[config.mk]
export PLATFORM = sky130hd
export DESIGN_NAME = stack_lifo_unit
export DESIGN_NICKNAME = d
export VERILOG_FILES = /design/src/rtl/cpu_pkg.sv /design/src/rtl/stack_ram.sv /design/src/rtl/stack_lifo_unit.sv
export SDC_FILE = /design/constraint.sdc
export NUM_CORES = 1
export LEC_CHECK = 0
export BUFFER_PORTS_ARGS = -buffer_cell sky130_fd_sc_hd__buf_2
export CORE_MARGIN = 2
export CORE_UTILIZATION = 55
export DETAILED_ROUTE_END_ITERATION = 7
export PLACE_DENSITY = 0.81
export SYNTH_ARGS = -nofsm -noshare
export SYNTH_HDL_FRONTEND = slang
export SYNTH_SLANG_ARGS = --single-unit
[constraint.sdc]
create_clock -name clk -period 2.79 [get_ports clk]
set_input_delay 0.837 -clock clk [delete_from_list [all_inputs] [get_ports clk]]
set_output_delay 0.837 -clock clk [all_outputs]
set_load 0.01 [all_outputs]
[src/rtl/cpu_pkg.sv]
// Shared CPU definitions: data width, stack opcodes, and a decode helper that
// turns an opcode into stack push/pop requests.
package cpu_pkg;

  localparam int unsigned DATA_W = 16;

  localparam logic [5:0] OP_PUSH = 6'b000101;
  localparam logic [5:0] OP_POP  = 6'b000100;

  typedef struct packed {
    logic push;
    logic pop;
  } stack_req_t;

  function automatic stack_req_t decode_stack_op(input logic [5:0] opcode, input logic en);
    stack_req_t req;
    req.push = en && (opcode == OP_PUSH);
    req.pop  = en && (opcode == OP_POP);
    return req;
  endfunction

endpackage

[src/rtl/stack_ram.sv]
// LIFO storage: one synchronous write port and one asynchronous read port.
// Not reset; contents are undefined until written.
module stack_ram #(
  parameter int unsigned DEPTH  = 16,
  parameter int unsigned DATA_W = 16,
  parameter int unsigned ADDR_W = 4
) (
  input  logic              clk_i,
  input  logic              we_i,
  input  logic [ADDR_W-1:0] waddr_i,
  input  logic [DATA_W-1:0] wdata_i,
  input  logic [ADDR_W-1:0] raddr_i,
  output logic [DATA_W-1:0] rdata_o
);

  logic [DATA_W-1:0] mem_q [DEPTH];

  always_ff @(posedge clk_i) begin
    if (we_i) begin
      mem_q[waddr_i] <= wdata_i;
    end
  end

  assign rdata_o = mem_q[raddr_i];

endmodule

[src/rtl/stack_lifo_unit.sv]
// Return-address stack: LIFO storage with pointer, push/pop handshake,
// registered pop data with one-cycle latency, and sticky error flags.
module stack_lifo_unit #(
  parameter int unsigned DATA_W = cpu_pkg::DATA_W,
  parameter int unsigned DEPTH  = 16,
  parameter int unsigned PTR_W  = 4
) (
  input  logic              clk,
  input  logic              rst,
  input  logic              push_req,
  input  logic [DATA_W-1:0] push_data,
  input  logic              pop_req,
  input  logic              clr_err,
  output logic              push_ack,
  output logic              pop_ack,
  output logic              pop_valid,
  output logic [DATA_W-1:0] pop_data,
  output logic [PTR_W:0]    count,
  output logic              empty,
  output logic              full,
  output logic              overflow,
  output logic              underflow
);
  import cpu_pkg::*;

  localparam logic [PTR_W:0] FullCnt = (PTR_W+1)'(DEPTH);
  localparam logic [PTR_W:0] OneCnt  = (PTR_W+1)'(1);

  logic [PTR_W:0]    count_q, count_d, count_m1;
  logic              pop_valid_q, pop_valid_d;
  logic [DATA_W-1:0] pop_data_q, pop_data_d;
  logic              overflow_q, overflow_d;
  logic              underflow_q, underflow_d;
  logic              is_empty, is_full;
  logic              push_ok, pop_ok;
  logic [PTR_W-1:0]  waddr;
  logic [DATA_W-1:0] rdata;

  assign is_empty = (count_q == '0);
  assign is_full  = (count_q == FullCnt);
  assign count_m1 = count_q - OneCnt;

  always_comb begin
    pop_ok  = pop_req && !is_empty;
    // A simultaneous accepted pop frees the top slot, so a full stack still takes the push.
    push_ok = push_req && (!is_full || pop_ok);
    // Replace-top writes over the entry being popped; a plain push writes above it.
    waddr   = pop_ok ? count_m1[PTR_W-1:0] : count_q[PTR_W-1:0];

    count_d = count_q;
    if (push_ok && !pop_ok) begin
      count_d = count_q + OneCnt;
    end else if (pop_ok && !push_ok) begin
      count_d = count_m1;
    end

    pop_valid_d = pop_ok;
    pop_data_d  = pop_ok ? rdata : pop_data_q;
    // Set wins over clear.
    overflow_d  = (push_req && !push_ok) || (overflow_q && !clr_err);
    underflow_d = (pop_req && !pop_ok) || (underflow_q && !clr_err);
  end

  stack_ram #(
    .DEPTH  (DEPTH),
    .DATA_W (DATA_W),
    .ADDR_W (PTR_W)
  ) u_stack_ram (
    .clk_i   (clk),
    .we_i    (push_ok),
    .waddr_i (waddr),
    .wdata_i (push_data),
    .raddr_i (count_m1[PTR_W-1:0]),
    .rdata_o (rdata)
  );

  always_ff @(posedge clk or posedge rst) begin
    if (rst) begin
      count_q     <= '0;
      pop_valid_q <= 1'b0;
      pop_data_q  <= '0;
      overflow_q  <= 1'b0;
      underflow_q <= 1'b0;
    end else begin
      count_q     <= count_d;
      pop_valid_q <= pop_valid_d;
      pop_data_q  <= pop_data_d;
      overflow_q  <= overflow_d;
      underflow_q <= underflow_d;
    end
  end

  assign push_ack  = push_ok;
  assign pop_ack   = pop_ok;
  assign pop_valid = pop_valid_q;
  assign pop_data  = pop_data_q;
  assign count     = count_q;
  assign empty     = is_empty;
  assign full      = is_full;
  assign overflow  = overflow_q;
  assign underflow = underflow_q;

endmodule

==> metrics.md <==
| Metric | Value |
|---|---|
| Status | `finished clean` |
| Die footprint | `0.0214 mm^2` |
| Sequential area share after synthesis | `0.745` |
| Cells after DPL | `1039` |
| Core Region | `0.0200 mm^2` |
| Tmin final | `2.76 ns` |
| First-pass GRT wire length | `41700 um` |
| Max Cap Viol | `0` |
| Input/output buffers | `48` |
| Rows | `52` |
| Min setup slack post-route | `0.0339 ns` |
| H-tree levels | `1` |
| Routed vias | `6763` |
| Mean Syn Cell Area | `15.6 um^2` |
| Initial drt markers | `675` |
| CP required | `1.95 ns` |
| Total grt overflow | `0` |
| Post-synth cell types | `41` |
| Critical path, cell by cell | `inv_2, ha_4, or4b_4, and2_4, buf_2` |
| Initial antenna violation count | `0` |
| CTS max path bufs | `3` |
| Worst Skew | `0.0211 ns` |
| Half-perimeter wire length after detailed placement | `18900 um` |
| Peak VDD IR | `542 uV` |
| Worst-Margin Slew | `0.711 ns` |
| Die Y | `146 um` |
| Avg Vias per Cell | `6.18` |
| Top Ports | `49` |
| Reg2Reg Depth | `9` |
| CP Launch Type | `register` |
| Tcrit/Tclk final | `0.988` |
| Worst-path maximum fanout | `3` |
| Routability Congestion | `0.967` |
| TritonRoute pass-1 iters | `5` |
| Worst min-delay path class | `input pin to asynchronous set/reset pin` |
| WL per Instance | `25.6 um` |
| Clk sinks | `280` |
| Global Route Usage Sum | `0.264` |
| Max stage delay on crit path | `0.46 ns` |
| Final WL | `28000 um` |
| Nets | `828` |
| RSZ-0062 raised after global routing | `yes` |
| Final setup vio count | `0` |
| Initial Util | `0.555` |
| Most frequent cells in the layout | `256 x edfxtp_1, 116 x nand2_1, 82 x mux2i_1` |
| Max Fclk | `363 MHz` |
| Die X | `146 um` |
| Final Slew Violations | `0` |
| Pre-CTS worst setup slack | `0.114 ns` |
| Synthesized cell area | `0.0111 mm^2` |
| Root buffer cell | `clkbuf_16` |
| Post-CTS Hold Fix Bufs | `0` |
| Share of cells above drive strength 1 | `0.212` |
| CTS tree | `built` |
| Vias in the first global route | `6833` |
| R2R Setup Slk | `0.13 ns` |
| Leak | `4.64 nW` |
| WHS | `0.397 ns` |
| Clock-pin transition on the worst setup and hold timing paths | `0.06 ns` |
| Most common cell after layout, fill and taps aside | `edfxtp_1` |
| Final hold vios | `0` |
| Worst-skew pair later-pin latency | `0.55 ns` |
| Crit path DAT | `1.92 ns` |
| Ys Warns | `0` |
| Slew headroom | `0.525` |
| Final cell count without fillers | `1094` |
| Reg2reg start | `count[0]` |
| Total CTS buffers | `27` |
| Reg-to-Reg End | `pop_data[14]` |
| WS Path Type | `register to output pin` |
| DR DRC count | `0` |
| CP endpoint kind | `output pin` |
| Pwr/cell area | `1210 mW/mm^2` |
| Synth-to-Final Area Change | `16.9%` |
| Max stage delay cell, worst path | `or4b_4` |
| DRT antenna net count | `0` |
| Gate Count Post-Synth | `715` |
| Largest net degree at the start of global routing | `32` |
| Post-Syn Nets | `740` |
| Number of diodes | `0` |
| Yosys reg bits | `280` |
## synth_stat cells
cell / instances / area share
buf_1: 4 / 0.0013
nand2_1: 117 / 0.039
o21ai_2: 3 / 0.0024
nor3_2: 1 / 0.00090
nor3b_1: 1 / 0.00068
nor3_1: 5 / 0.0023
and2_4: 1 / 0.00079
o31a_1: 2 / 0.0016
and2_1: 1 / 0.00056
a21boi_1: 1 / 0.00068
a32oi_1: 28 / 0.022
a22oi_2: 1 / 0.0011
o21a_1: 1 / 0.00068
inv_1: 7 / 0.0024
a21oi_1: 3 / 0.0013
clkinv_1: 1 / 0.00034
nor2_1: 25 / 0.0084
nand3b_1: 2 / 0.0013
o31ai_1: 1 / 0.00068
o21ai_0: 2 / 0.00090
buf_2: 10 / 0.0045
o32ai_1: 1 / 0.00079
ha_1: 4 / 0.0045
xor2_1: 6 / 0.0047
buf_4: 2 / 0.0013
clkbuf_1: 17 / 0.0057
nor2b_1: 1 / 0.00056
nand3_1: 34 / 0.015
mux2i_1: 82 / 0.074
nand4_1: 19 / 0.011
and3_1: 1 / 0.00056
nand2b_1: 1 / 0.00056
clkinv_8: 1 / 0.0015
buf_6: 7 / 0.0071
edfxtp_1: 256 / 0.69
xnor2_1: 3 / 0.0024
a32oi_2: 4 / 0.0059
nor2_4: 2 / 0.0020
a22oi_1: 32 / 0.022
dfrtp_1: 24 / 0.054
or4b_4: 1 / 0.0012
## registers in the layout (all words and copies together) (netlist names)
register / cells
count: 5
overflow: 1
pop_data: 16
pop_valid: 1
u_stack_ram.mem_q: 256
underflow: 1
## report_power, final
part / switching, mW / internal (mW)
clock: 1.47 / 1.79
combinational: 4.51 / 2.57
sequential: 0.247 / 5.20
total: 6.23 / 9.55
## worst max path at each step
| stage | from | cells after the start | endpoint |
|---|---|---|---|
| 6_report | count[0] | 5 | pop_ack |
| 5_1_grt | count[0] | 5 | pop_ack |
| 4_1_cts | count[2] | 5 | push_ack |
| 3_5_place_dp | count[1] | 8 | u_stack_ram.mem_q[1][12] |
| 3_3_place_gp | count[1] | 9 | u_stack_ram.mem_q[0][12] |
| 2_1_floorplan | count[0] | 9 | u_stack_ram.mem_q[8][0] |
## layer usage
metal  vias up  track usage  wire [um]
met5         -            0          0
met4         0        0.133       1380
met3        77       0.0778       3110
met2       402        0.404      13000
met1      3368        0.349      10500
li1       2916            -          -
## stage by stage
step                      instance area, um^2   util  setup TNS, ns  power (mW)
after global placement                  12100  0.604              0        12.1
after global routing                    13000  0.649        -0.0122        16.4
after floorplan                         11200      -         -13.71        9.74
after detailed placement                12100  0.604              0        12.3
final                                   13000  0.649              0        15.8
after CTS                               12900  0.644              0        15.6
## worst max-delay path, delay by kind of cell, from the launching register on
kind | cells | cell delay (ns)
adders and majority gates | 1 | 0.14
buffers and inverters | 2 | 0.23
DFF | 1 | 0.40
and+or+nand+nor | 2 | 0.62
## cells by family (layout without fill, tap and decap cells)
| kind of cell | after synthesis | in the layout | synth area share |
|---|---|---|---|
| muxes | 82 | 82 | 0.0738 |
| xor gates and xnor gates | 9 | 9 | 0.00709 |
| adders and majority gates | 4 | 4 | 0.00450 |
| and+or+nand+nor | 212 | 212 | 0.0854 |
| DFF | 280 | 280 | 0.745 |
| buffers and inverters | 49 | 158 | 0.0242 |
| AOI/OAI and AO/OA | 79 | 79 | 0.0596 |
## timing repair
action / CTS / global route
setup buffers: 1 / 4
gates resized for setup: 3 / 6
endpoints found under the setup margin: 2 / 83
pin swaps: 1 / 3
## layout make-up
type                       count  area, um^2
tap                          270         338
timing repair buffer          99         823
fill                        1366        7040
sequential                   280        8290
clock buffer                  35         706
inverter                       9        46.3
clock inverter                15        85.1
multi-input combinational    386        2710
No activity file was read; power rests on OpenSTA's default activity.
